<file path="src/rtl/ctrl_pipe_if.sv">
// Control-pipeline bus: ID-stage decode inputs, hazard controls, and the
// EX/MEM/WB control outputs. The ID stage/hazard unit drives the master side;
// ctrl_pipe sits on the slave side.
interface ctrl_pipe_if;
   // ID-stage instruction fields
   logic       id_valid;
   logic [6:0] opcode;
   logic [2:0] funct3;
   logic [6:0] funct7;
   // hazard / redirect controls
   logic       clearcontrol;
   logic       stall;
   logic       flush_ex;
   // EX-stage control
   logic       ex_alusrc;
   logic [1:0] ex_aluop;
   logic       ex_branch;
   logic       ex_branchjalx;
   logic       ex_aluinputpc;
   logic       ex_alu2pc;
   logic       ex_mdu;
   logic       ex_illegal;
   // MEM-stage control
   logic       mem_memread;
   logic       mem_memwrite;
   logic       mem_memtoreg;
   logic       mem_regwrite;
   // WB-stage control
   logic       wb_memtoreg;
   logic       wb_regwrite;
   // front-end freeze and MDU status
   logic       id_hold;
   logic       mdu_busy;

   modport master (
      output id_valid, opcode, funct3, funct7, clearcontrol, stall, flush_ex,
      input  ex_alusrc, ex_aluop, ex_branch, ex_branchjalx, ex_aluinputpc,
             ex_alu2pc, ex_mdu, ex_illegal, mem_memread, mem_memwrite,
             mem_memtoreg, mem_regwrite, wb_memtoreg, wb_regwrite,
             id_hold, mdu_busy
   );

   modport slave (
      input  id_valid, opcode, funct3, funct7, clearcontrol, stall, flush_ex,
      output ex_alusrc, ex_aluop, ex_branch, ex_branchjalx, ex_aluinputpc,
             ex_alu2pc, ex_mdu, ex_illegal, mem_memread, mem_memwrite,
             mem_memtoreg, mem_regwrite, wb_memtoreg, wb_regwrite,
             id_hold, mdu_busy
   );
endinterface

</file>
<file path="src/rtl/ctrl_pipe.sv">
// Pipelined control unit: decodes the ID-stage instruction into a control
// bundle and carries it through ID->EX->MEM->WB. A small FSM stretches
// multi-cycle MDU ops in EX, holding the front end and feeding bubbles to MEM.
module ctrl_pipe #(
   parameter int ENABLE_M    = 1,
   parameter int MDU_LATENCY = 4
) (
   input logic         clk,
   input logic         rst,
   ctrl_pipe_if.slave  bus
);

   // opcode[6:2] major groups
   localparam logic [4:0] OP_REG    = 5'b01100;
   localparam logic [4:0] OP_JALR   = 5'b11001;
   localparam logic [4:0] OP_IMML   = 5'b00000;
   localparam logic [4:0] OP_IMMOP  = 5'b00100;
   localparam logic [4:0] OP_STORE  = 5'b01000;
   localparam logic [4:0] OP_BRANCH = 5'b11000;
   localparam logic [4:0] OP_LUI    = 5'b01101;
   localparam logic [4:0] OP_AUIPC  = 5'b00101;
   localparam logic [4:0] OP_JAL    = 5'b11011;

   localparam logic [6:0] F7_MULDIV = 7'b0000001;

   // last BUSY count; at this value the op leaves EX
   localparam logic [3:0] LAST  = 4'(MDU_LATENCY - 1);
   localparam bit         MULTI = (MDU_LATENCY > 1);

   typedef struct packed {
      logic       alusrc;
      logic [1:0] aluop;
      logic       branch;
      logic       branchjalx;
      logic       aluinputpc;
      logic       alu2pc;
      logic       mdu;
      logic       illegal;
      logic       memread;
      logic       memwrite;
      logic       memtoreg;
      logic       regwrite;
   } idex_t;

   typedef struct packed {
      logic memread;
      logic memwrite;
      logic memtoreg;
      logic regwrite;
   } exmem_t;

   typedef struct packed {
      logic memtoreg;
      logic regwrite;
   } memwb_t;

   typedef enum logic {
      S_IDLE = 1'b0,
      S_BUSY = 1'b1
   } state_t;

   idex_t      id_d;
   idex_t      idex_q;
   exmem_t     exmem_q;
   memwb_t     memwb_q;
   state_t     state_q;
   logic [3:0] cnt_q;
   logic       busy_q;
   logic       mdu_hold;
   logic [7:0] cw;
   logic       legal;

   // funct3 goes straight to the datapath; it is not part of the control word
   logic unused_funct3;
   assign unused_funct3 = ^bus.funct3;

   // ID decode: {alusrc,memtoreg,regwrite,memread,memwrite,branch,aluop}
   always_comb begin
      id_d  = '0;
      cw    = '0;
      legal = 1'b1;
      if (bus.id_valid && !bus.clearcontrol) begin
         if (bus.opcode[1:0] != 2'b11) begin
            legal = 1'b0;
         end else begin
            unique case (bus.opcode[6:2])
               OP_REG:    cw = 8'b00100010;
               OP_JALR:   cw = 8'b10100001;
               OP_IMML:   cw = 8'b11110000;
               OP_IMMOP:  cw = 8'b10100011;
               OP_STORE:  cw = 8'b10001000;
               OP_BRANCH: cw = 8'b00000101;
               OP_LUI:    cw = 8'b10100000;
               OP_AUIPC:  cw = 8'b10100000;
               OP_JAL:    cw = 8'b00100100;
               default:   legal = 1'b0;
            endcase
         end
         if (legal) begin
            id_d.alusrc     = cw[7];
            id_d.memtoreg   = cw[6];
            id_d.regwrite   = cw[5];
            id_d.memread    = cw[4];
            id_d.memwrite   = cw[3];
            id_d.branch     = cw[2];
            id_d.aluop      = cw[1:0];
            id_d.aluinputpc = (bus.opcode[6:2] == OP_AUIPC);
            id_d.branchjalx = (bus.opcode[6:2] == OP_JAL) ||
                              (bus.opcode[6:2] == OP_JALR);
            id_d.alu2pc     = (bus.opcode[6:2] == OP_JALR);
            id_d.mdu        = (ENABLE_M != 0) &&
                              (bus.opcode[6:2] == OP_REG) &&
                              (bus.funct7 == F7_MULDIV);
         end else begin
            id_d.illegal    = 1'b1;
         end
      end
   end

   // MDU keeps EX occupied until its last cycle; single-cycle latency never holds
   assign mdu_hold = ((state_q == S_IDLE) && idex_q.mdu && MULTI) ||
                     ((state_q == S_BUSY) && (cnt_q < LAST));

   // ID->EX: a held MDU op must not be overwritten, even by a flush
   always_ff @(posedge clk) begin
      if (!rst)                          idex_q <= '0;
      else if (bus.stall || mdu_hold)    idex_q <= idex_q;
      else if (bus.flush_ex)             idex_q <= '0;
      else                               idex_q <= id_d;
   end

   // EX->MEM: bubbles go downstream while the MDU op is still working
   always_ff @(posedge clk) begin
      if (!rst)              exmem_q <= '0;
      else if (bus.stall)    exmem_q <= exmem_q;
      else if (mdu_hold)     exmem_q <= '0;
      else                   exmem_q <= '{memread:  idex_q.memread,
                                          memwrite: idex_q.memwrite,
                                          memtoreg: idex_q.memtoreg,
                                          regwrite: idex_q.regwrite};
   end

   // MEM->WB: plain capture unless globally frozen
   always_ff @(posedge clk) begin
      if (!rst)              memwb_q <= '0;
      else if (bus.stall)    memwb_q <= memwb_q;
      else                   memwb_q <= '{memtoreg: exmem_q.memtoreg,
                                          regwrite: exmem_q.regwrite};
   end

   // MDU occupancy FSM: counts EX cycles of the current op, frozen by stall
   always_ff @(posedge clk) begin
      if (!rst) begin
         state_q <= S_IDLE;
         cnt_q   <= '0;
         busy_q  <= 1'b0;
      end else if (!bus.stall) begin
         unique case (state_q)
            S_IDLE: begin
               if (mdu_hold) begin
                  state_q <= S_BUSY;
                  cnt_q   <= 4'd1;
                  busy_q  <= 1'b1;
               end
            end
            S_BUSY: begin
               if (cnt_q == LAST) begin
                  state_q <= S_IDLE;
                  cnt_q   <= '0;
                  busy_q  <= 1'b0;
               end else begin
                  cnt_q   <= cnt_q + 4'd1;
               end
            end
            default: begin
               state_q <= S_IDLE;
               cnt_q   <= '0;
               busy_q  <= 1'b0;
            end
         endcase
      end
   end

   assign bus.ex_alusrc     = idex_q.alusrc;
   assign bus.ex_aluop      = idex_q.aluop;
   assign bus.ex_branch     = idex_q.branch;
   assign bus.ex_branchjalx = idex_q.branchjalx;
   assign bus.ex_aluinputpc = idex_q.aluinputpc;
   assign bus.ex_alu2pc     = idex_q.alu2pc;
   assign bus.ex_mdu        = idex_q.mdu;
   assign bus.ex_illegal    = idex_q.illegal;
   assign bus.mem_memread   = exmem_q.memread;
   assign bus.mem_memwrite  = exmem_q.memwrite;
   assign bus.mem_memtoreg  = exmem_q.memtoreg;
   assign bus.mem_regwrite  = exmem_q.regwrite;
   assign bus.wb_memtoreg   = memwb_q.memtoreg;
   assign bus.wb_regwrite   = memwb_q.regwrite;
   assign bus.id_hold       = mdu_hold;
   assign bus.mdu_busy      = busy_q;

endmodule
</file>
<file path="src/flat_wrapper.sv">
// flat-port wrapper written by rule: the top's interface ports become plain ports
module ctrl_pipe_flat 
#(
   parameter int ENABLE_M    = 1,
   parameter int MDU_LATENCY = 4
)
  (clk, rst, bus_id_valid, bus_opcode, bus_funct3, bus_funct7, bus_clearcontrol, bus_stall, bus_flush_ex, bus_ex_alusrc, bus_ex_aluop, bus_ex_branch, bus_ex_branchjalx, bus_ex_aluinputpc, bus_ex_alu2pc, bus_ex_mdu, bus_ex_illegal, bus_mem_memread, bus_mem_memwrite, bus_mem_memtoreg, bus_mem_regwrite, bus_wb_memtoreg, bus_wb_regwrite, bus_id_hold, bus_mdu_busy);
  ctrl_pipe_if bus_i ();
  input logic clk;
  input logic rst;
  input wire logic [$bits(bus_i.id_valid)-1:0] bus_id_valid;
  input wire logic [$bits(bus_i.opcode)-1:0] bus_opcode;
  input wire logic [$bits(bus_i.funct3)-1:0] bus_funct3;
  input wire logic [$bits(bus_i.funct7)-1:0] bus_funct7;
  input wire logic [$bits(bus_i.clearcontrol)-1:0] bus_clearcontrol;
  input wire logic [$bits(bus_i.stall)-1:0] bus_stall;
  input wire logic [$bits(bus_i.flush_ex)-1:0] bus_flush_ex;
  output wire logic [$bits(bus_i.ex_alusrc)-1:0] bus_ex_alusrc;
  output wire logic [$bits(bus_i.ex_aluop)-1:0] bus_ex_aluop;
  output wire logic [$bits(bus_i.ex_branch)-1:0] bus_ex_branch;
  output wire logic [$bits(bus_i.ex_branchjalx)-1:0] bus_ex_branchjalx;
  output wire logic [$bits(bus_i.ex_aluinputpc)-1:0] bus_ex_aluinputpc;
  output wire logic [$bits(bus_i.ex_alu2pc)-1:0] bus_ex_alu2pc;
  output wire logic [$bits(bus_i.ex_mdu)-1:0] bus_ex_mdu;
  output wire logic [$bits(bus_i.ex_illegal)-1:0] bus_ex_illegal;
  output wire logic [$bits(bus_i.mem_memread)-1:0] bus_mem_memread;
  output wire logic [$bits(bus_i.mem_memwrite)-1:0] bus_mem_memwrite;
  output wire logic [$bits(bus_i.mem_memtoreg)-1:0] bus_mem_memtoreg;
  output wire logic [$bits(bus_i.mem_regwrite)-1:0] bus_mem_regwrite;
  output wire logic [$bits(bus_i.wb_memtoreg)-1:0] bus_wb_memtoreg;
  output wire logic [$bits(bus_i.wb_regwrite)-1:0] bus_wb_regwrite;
  output wire logic [$bits(bus_i.id_hold)-1:0] bus_id_hold;
  output wire logic [$bits(bus_i.mdu_busy)-1:0] bus_mdu_busy;
  assign bus_i.id_valid = bus_id_valid;
  assign bus_i.opcode = bus_opcode;
  assign bus_i.funct3 = bus_funct3;
  assign bus_i.funct7 = bus_funct7;
  assign bus_i.clearcontrol = bus_clearcontrol;
  assign bus_i.stall = bus_stall;
  assign bus_i.flush_ex = bus_flush_ex;
  assign bus_ex_alusrc = bus_i.ex_alusrc;
  assign bus_ex_aluop = bus_i.ex_aluop;
  assign bus_ex_branch = bus_i.ex_branch;
  assign bus_ex_branchjalx = bus_i.ex_branchjalx;
  assign bus_ex_aluinputpc = bus_i.ex_aluinputpc;
  assign bus_ex_alu2pc = bus_i.ex_alu2pc;
  assign bus_ex_mdu = bus_i.ex_mdu;
  assign bus_ex_illegal = bus_i.ex_illegal;
  assign bus_mem_memread = bus_i.mem_memread;
  assign bus_mem_memwrite = bus_i.mem_memwrite;
  assign bus_mem_memtoreg = bus_i.mem_memtoreg;
  assign bus_mem_regwrite = bus_i.mem_regwrite;
  assign bus_wb_memtoreg = bus_i.wb_memtoreg;
  assign bus_wb_regwrite = bus_i.wb_regwrite;
  assign bus_id_hold = bus_i.id_hold;
  assign bus_mdu_busy = bus_i.mdu_busy;
  ctrl_pipe #(.ENABLE_M(ENABLE_M), .MDU_LATENCY(MDU_LATENCY)) u_core (.clk(clk), .rst(rst), .bus(bus_i));
endmodule
</file>
<file path="config.mk">
export PLATFORM = sky130hd
export DESIGN_NAME = ctrl_pipe_flat
export DESIGN_NICKNAME = d
export VERILOG_FILES = /design/src/rtl/ctrl_pipe_if.sv /design/src/rtl/ctrl_pipe.sv /design/src/flat_wrapper.sv
export SDC_FILE = /design/constraint.sdc
export NUM_CORES = 1
export LEC_CHECK = 0
export BUFFER_PORTS_ARGS = -buffer_cell sky130_fd_sc_hd__buf_2
export CELL_PAD_IN_SITES_DETAIL_PLACEMENT = 1
export CELL_PAD_IN_SITES_GLOBAL_PLACEMENT = 1
export CORE_ASPECT_RATIO = 0.8
export CORE_MARGIN = 2
export CORE_UTILIZATION = 39
export CTS_CLUSTER_SIZE = 24
export DETAILED_ROUTE_END_ITERATION = 6
export GPL_TIMING_DRIVEN = 0
export PLACE_DENSITY = 0.81
export SYNTH_ARGS = -nofsm -noshare
export SYNTH_HDL_FRONTEND = slang
export SYNTH_SLANG_ARGS = --single-unit
</file>
<file path="constraint.sdc">
create_clock -name clk -period 4.15 [get_ports clk]
set_clock_uncertainty 0.05 [all_clocks]
set_input_delay 0.83 -clock clk [delete_from_list [all_inputs] [get_ports clk]]
set_output_delay 0.83 -clock clk [all_outputs]
set_load 0.01 [all_outputs]
</file>
== Word level (Yosys, flattened, before mapping) ==
Index checks and enable logic that the tools add are counted.
Cells by class
  bitwise logic cells: 2
  reduce and logical (&&, ||, !) cells: 13
  equality and inequality tests: 13
  multiplexer cells: 20
  add/sub/neg operators: 1
  magnitude comparators: 1
Operator list (number)
  one-hot mux 8 bit (8 select lines): 1
  two-way mux 13 bit: 2
  two-way mux 4 bit: 4
  two-way mux 8 bit: 2
  == test 5 x 4 -> 1 bit (second input constant): 3
  == test 5 bit (second input constant): 3
  == test 5 x 3 -> 1 bit (second input constant): 2
  OR reduction 9 bit: 1
  two-way mux 1 bit: 8
  one-hot mux 4 bit (2 select lines): 1
  == test 7 x 1 -> 1 bit (second input constant): 1
  zero test 5 bit: 1
  adder 4 x 1 -> 4 bit (second input constant): 1
  == test 4 x 2 -> 1 bit (second input constant): 1
  logical AND 1 bit: 4
  < comparator 4 x 2 -> 1 bit (second input constant): 1
  inequality test 2 bit (second input constant): 2
  one-hot mux 1 bit (2 select lines): 2
  logical OR 1 bit: 3
  AND reduction 3 bit: 1
  inequality test 2 x 1 -> 1 bit (second input constant): 1
  NOT 1 bit: 2
  AND reduction 2 bit: 1
  OR reduction 2 bit: 1
  zero test 1 bit: 1
Word-level totals
  input port bits: 23
  output and inout port bits: 17
  register bits after elaboration: 25

== Depth between registers and ports, before layout ==
  depth after elaboration: 8
  depth in mapped cells: 6

== Worst setup path before layout ==
OpenSTA, ideal clock, no wires.
  path kind: flip-flop to output port
  from: register u_core.cnt_q[0]
  to: output bus_id_hold
  stages on the path, launching flop included: 4
  path buffers: 0
  arrival: 1096 ps
  path slack: 2174 ps
  required time: 3270 ps
  cell sequence: dfxtp_1 -> ha_1 -> nor4b_4 -> or2_2
On the way
  word-level cells in the longest chain between the ends: 3
RTL lines
  start: declaration: line ctrl_pipe.sv:67  | logic [3:0] cnt_q;
  start signal: assignment: line ctrl_pipe.sv:172  | cnt_q <= cnt_q + 4'd1;
  < comparator 4 x 2 -> 1 bit: line ctrl_pipe.sv:122  | ((state_q == S_BUSY) && (cnt_q < LAST));
  logical AND 1 bit: line ctrl_pipe.sv:122
  logical OR 1 bit: line ctrl_pipe.sv:121  | assign mdu_hold = ((state_q == S_IDLE) && idex_q.mdu && MULTI) ||
  end: declaration: line flat_wrapper.sv:32  | output wire logic [$bits(bus_i.id_hold)-1:0] bus_id_hold;
No other way between the ends.

== Final worst setup path ==
Ends and elaborated chain as after synthesis.

==> impl_results.md <==
* Cell-internal power at just over 0.0003 W
* Gates resized, CTS repair at 0
* Final GP Congestion at 0.805
* Global-route wire length before repair at 5090 µm
* Worst-margin pin slew at between 0.7 and 0.8 ns
* Drt via density at about 5.3
* Final setup fails at 0
* Number of max-cap violations at 0
* CP top delay family: simple AND/OR/NAND/NOR gates
* Setup TNS at 0 ns
* Worst min-delay path class: flop to flop
* Gr ovfl total at 0
* CP Data Required Time at around 3.3 ns
* Register area share after synthesis at 0.375
* Maximum vdd ir drop at between 200 and 250 µV
* Clk buf depth at 2
* Pin count of the biggest net entering global routing at 15
* Switching pwr at between 0.00009 and 0.0001 W
* Ys Warns at 0
* Post-CTS Setup Inserts at 0
* Combinational fraction of design power at 0.106
* CTS Sinks at 23
* CTS Hold Bufs at 0
* Via count at 1,092
* Fraction of registers with async set/reset at 0
* Critical path's slowest cell: dfxtp_1
* Fin crit period at 2.45 ns
* Vias in the first global route at roughly 1,100
* Die Ht at about 54 µm
* Setup repair after global routing missed its margin: no
* Crit-path cells: ha_1 -> nor4b_4 -> or2_2 -> buf_2
* Area Growth Syn to Fin at 22.3%
* Crit path largest cell delay at ~0.36 ns
* Syn Std Cell Area at between 1000 and 1500 µm²
* CTS tree: done
* Fraction of layout cells with a size suffix above 1 at 0.329
* Synth Net Count at between 150 and 200
* Layout Nets at roughly 190
* Port bufs at 35
* Final Non-Filler Cells at just over 200
* Total DRC errors in the routed layout at 0
* CP max FO at 5
* DIE AREA at between 3000 and 4000 µm²
* Dominant synthesized flop cell: dfxtp_1
* Sw frac at 0.242
* Library cells used by synthesis at 44
* Post-synth EDFFs at 0
* CP startpoint kind: flop
* Starting Density at 0.404
* PnR Total Power at between 0.0004 and 0.0005 W
* Flop pwr share at 0.543
* Root Driver: clkbuf_8
* Core area at 3040 µm²
* Syn avg cell area at about 9.6 µm²
* Filler Cell Count at 376
* Power per cell area at 271 nW/µm²
* Htree depth at 1
* Diodes inserted at 0
* CP Class: flop to primary output
* Part of the power in the clock network at 0.351
* All-Layer GR Usage at 0.191
* Cell count after placement at between 200 and 250
* Num rows at 18
* CTS buffer count at 3
* I/O pins at 40
* Critical path data arrival time at approximately 1.6 ns
* Clk_lat worst skew at ~0.27 ns
* P_leak at approximately 0.63 nW
* Die W at about 67 µm
* Outcome: finished, final reports clean
* FMAX at just over 400 MHz
* Max_slew headroom at 0.525
* Fin crit share at 0.590
* Final hold violations at 0
* DRT Pass-1 Iters at 4
* Max Slew Vio Count at 0
* DRT antenna net count at 0
* Drt first-iter violations at 33
* Final WL at 3050 µm
* Final HPWL DP at approximately 2400 µm
* Worst Path Buf+Inv at 1
* Clock transition at path regs at ~0.080 ns
* Yosys reg bits at 23
* Initial antenna violation count at 0
* Cells after synthesis at between 100 and 150
* WL/cell at approximately 15 µm
* Crit end category: primary output
## synth_stat cells (all sizes together), types with 2 or more instances
master | n | area (µm²)
o32ai | 3 | 45.1
nor2 | 4 | 15.0
a22oi | 5 | 37.5
nand4 | 2 | 12.5
clkbuf | 5 | 20.0
nor4b | 2 | 32.5
dfxtp | 23 | 460
nand3 | 2 | 10.0
nor2b | 12 | 75.1
nand2 | 12 | 45.0
and2 | 4 | 27.5
a21oi | 4 | 20.0
nand3b | 3 | 35.0
o21ai | 5 | 25.0
inv | 2 | 7.51
or2 | 2 | 12.5
mux2i | 5 | 50.1
nor3 | 3 | 15.0
o2bb2ai | 5 | 43.8
a32o | 3 | 31.3
buf | 5 | 45.0
nand2b | 2 | 12.5
## logic make-up (layout without fill, tap and decap cells)
logic type	after synthesis	after routing	synth area share
and+or+nand+nor	56	56	0.309
AOI/OAI and AO/OA	29	29	0.190
DFF	23	23	0.375
buffers and inverters	12	51	0.0591
muxes	6	6	0.0499
adders and majority gates	1	1	0.0102
xor gates and xnor gates	1	1	0.00713
## worst min-delay path: cells and delay by family, from the launching register on
kind	cells	cell delay (ns)
AOI/OAI and AO/OA	1	0.05
DFF	1	0.31
and+or+nand+nor	1	0.05
## cells in the final DEF (no fill, tap or decap), drive strengths merged, types with 3 or more instances in the layout
cell type  synthesis  routed
a21oi              4       4
a22oi              5       5
a32o               3       3
and2               4       4
buf                5      40
clkbuf             5       8
dfxtp             23      23
mux2i              5       5
nand2             12      12
nand3b             3       3
nor2               4       4
nor2b             12      12
nor3               3       3
o21ai              5       5
o2bb2ai            5       5
o32ai              3       3
## power groups by stage
stage,registers (W),clock network (W),logic [W]
4_1_cts,0.000221,0.000150,0.0000436
5_1_grt,0.000221,0.000160,0.0000483
3_3_place_gp,0.000226,0,0.0000419
6_report,0.000221,0.000143,0.0000433
2_1_floorplan,0.000226,0,0.0000250
3_5_place_dp,0.000226,0,0.0000433
## registers in the layout, indices dropped and copies added, names as in the netlist
register                  flops
u_core.bus.mem_memtoreg       1
u_core.bus.ex_illegal         1
u_core.bus.mem_memwrite       1
u_core.bus.ex_mdu             1
u_core.bus.ex_branchjalx      1
u_core.bus.wb_memtoreg        1
u_core.bus.ex_branch          1
u_core.bus.ex_alusrc          1
u_core.bus.ex_alu2pc          1
u_core.cnt_q                  4
u_core.idex_q                 3
u_core.bus.mem_regwrite       1
u_core.bus.ex_aluinputpc      1
u_core.bus.wb_regwrite        1
u_core.bus.mdu_busy           1
u_core.state_q                1
u_core.bus.ex_aluop           2
## stage by stage
step	hold slack [ns]	util	setup slack, ns	instance area, µm²
finish	0.404	0.494	1.70	1500
detailed placement	0.399	0.478	1.91	1450
CTS	0.411	0.494	1.69	1500
global route	0.435	0.494	1.58	1500
global placement	0.387	0.478	1.96	1450
floorplan	0.383	-	2.17	1230
## cell type report
| class | count | area (µm²) | share of cell area |
|---|---|---|---|
| Tap cell | 40 | 50.0 | 0.0333 |
| Multi-Input combinational cell | 93 | 696 | 0.463 |
| Inverter | 2 | 7.51 | 0.00500 |
| Buffer | 10 | 65.1 | 0.0433 |
| Clock buffer | 3 | 41.3 | 0.0275 |
| Clock inverter | 1 | 7.51 | 0.00500 |
| Timing Repair Buffer | 35 | 175 | 0.117 |
| Sequential cell | 23 | 460 | 0.306 |
## routing by layer
layer | vias up | routed length, µm | GRT usage
li1 | 543 | - | -
met1 | 521 | 1390 | 0.240
met2 | 24 | 1510 | 0.333
met3 | 4 | 113 | 0.0502
met4 | 0 | 38 | 0.0408
met5 | - | 0 | 0
## worst paths after layout
check / start / end / slack (ns) / depth (start not counted)
worst max register to register: u_core.cnt_q[0]$_SDFFE_PN0P_ / u_core.idex_q[0]$_SDFFE_PN0N_ / 2.33 / 6
worst min register to register: u_core.bus.ex_illegal$_SDFFE_PN0N_ / u_core.bus.ex_illegal$_SDFFE_PN0N_ / 0.40 / 2
worst max-delay path: u_core.cnt_q[0]$_SDFFE_PN0P_ / bus_id_hold / 1.70 / 4
worst min-delay path: u_core.bus.ex_illegal$_SDFFE_PN0N_ / u_core.bus.ex_illegal$_SDFFE_PN0N_ / 0.40 / 2
Power figures use the tool's default switching activity.
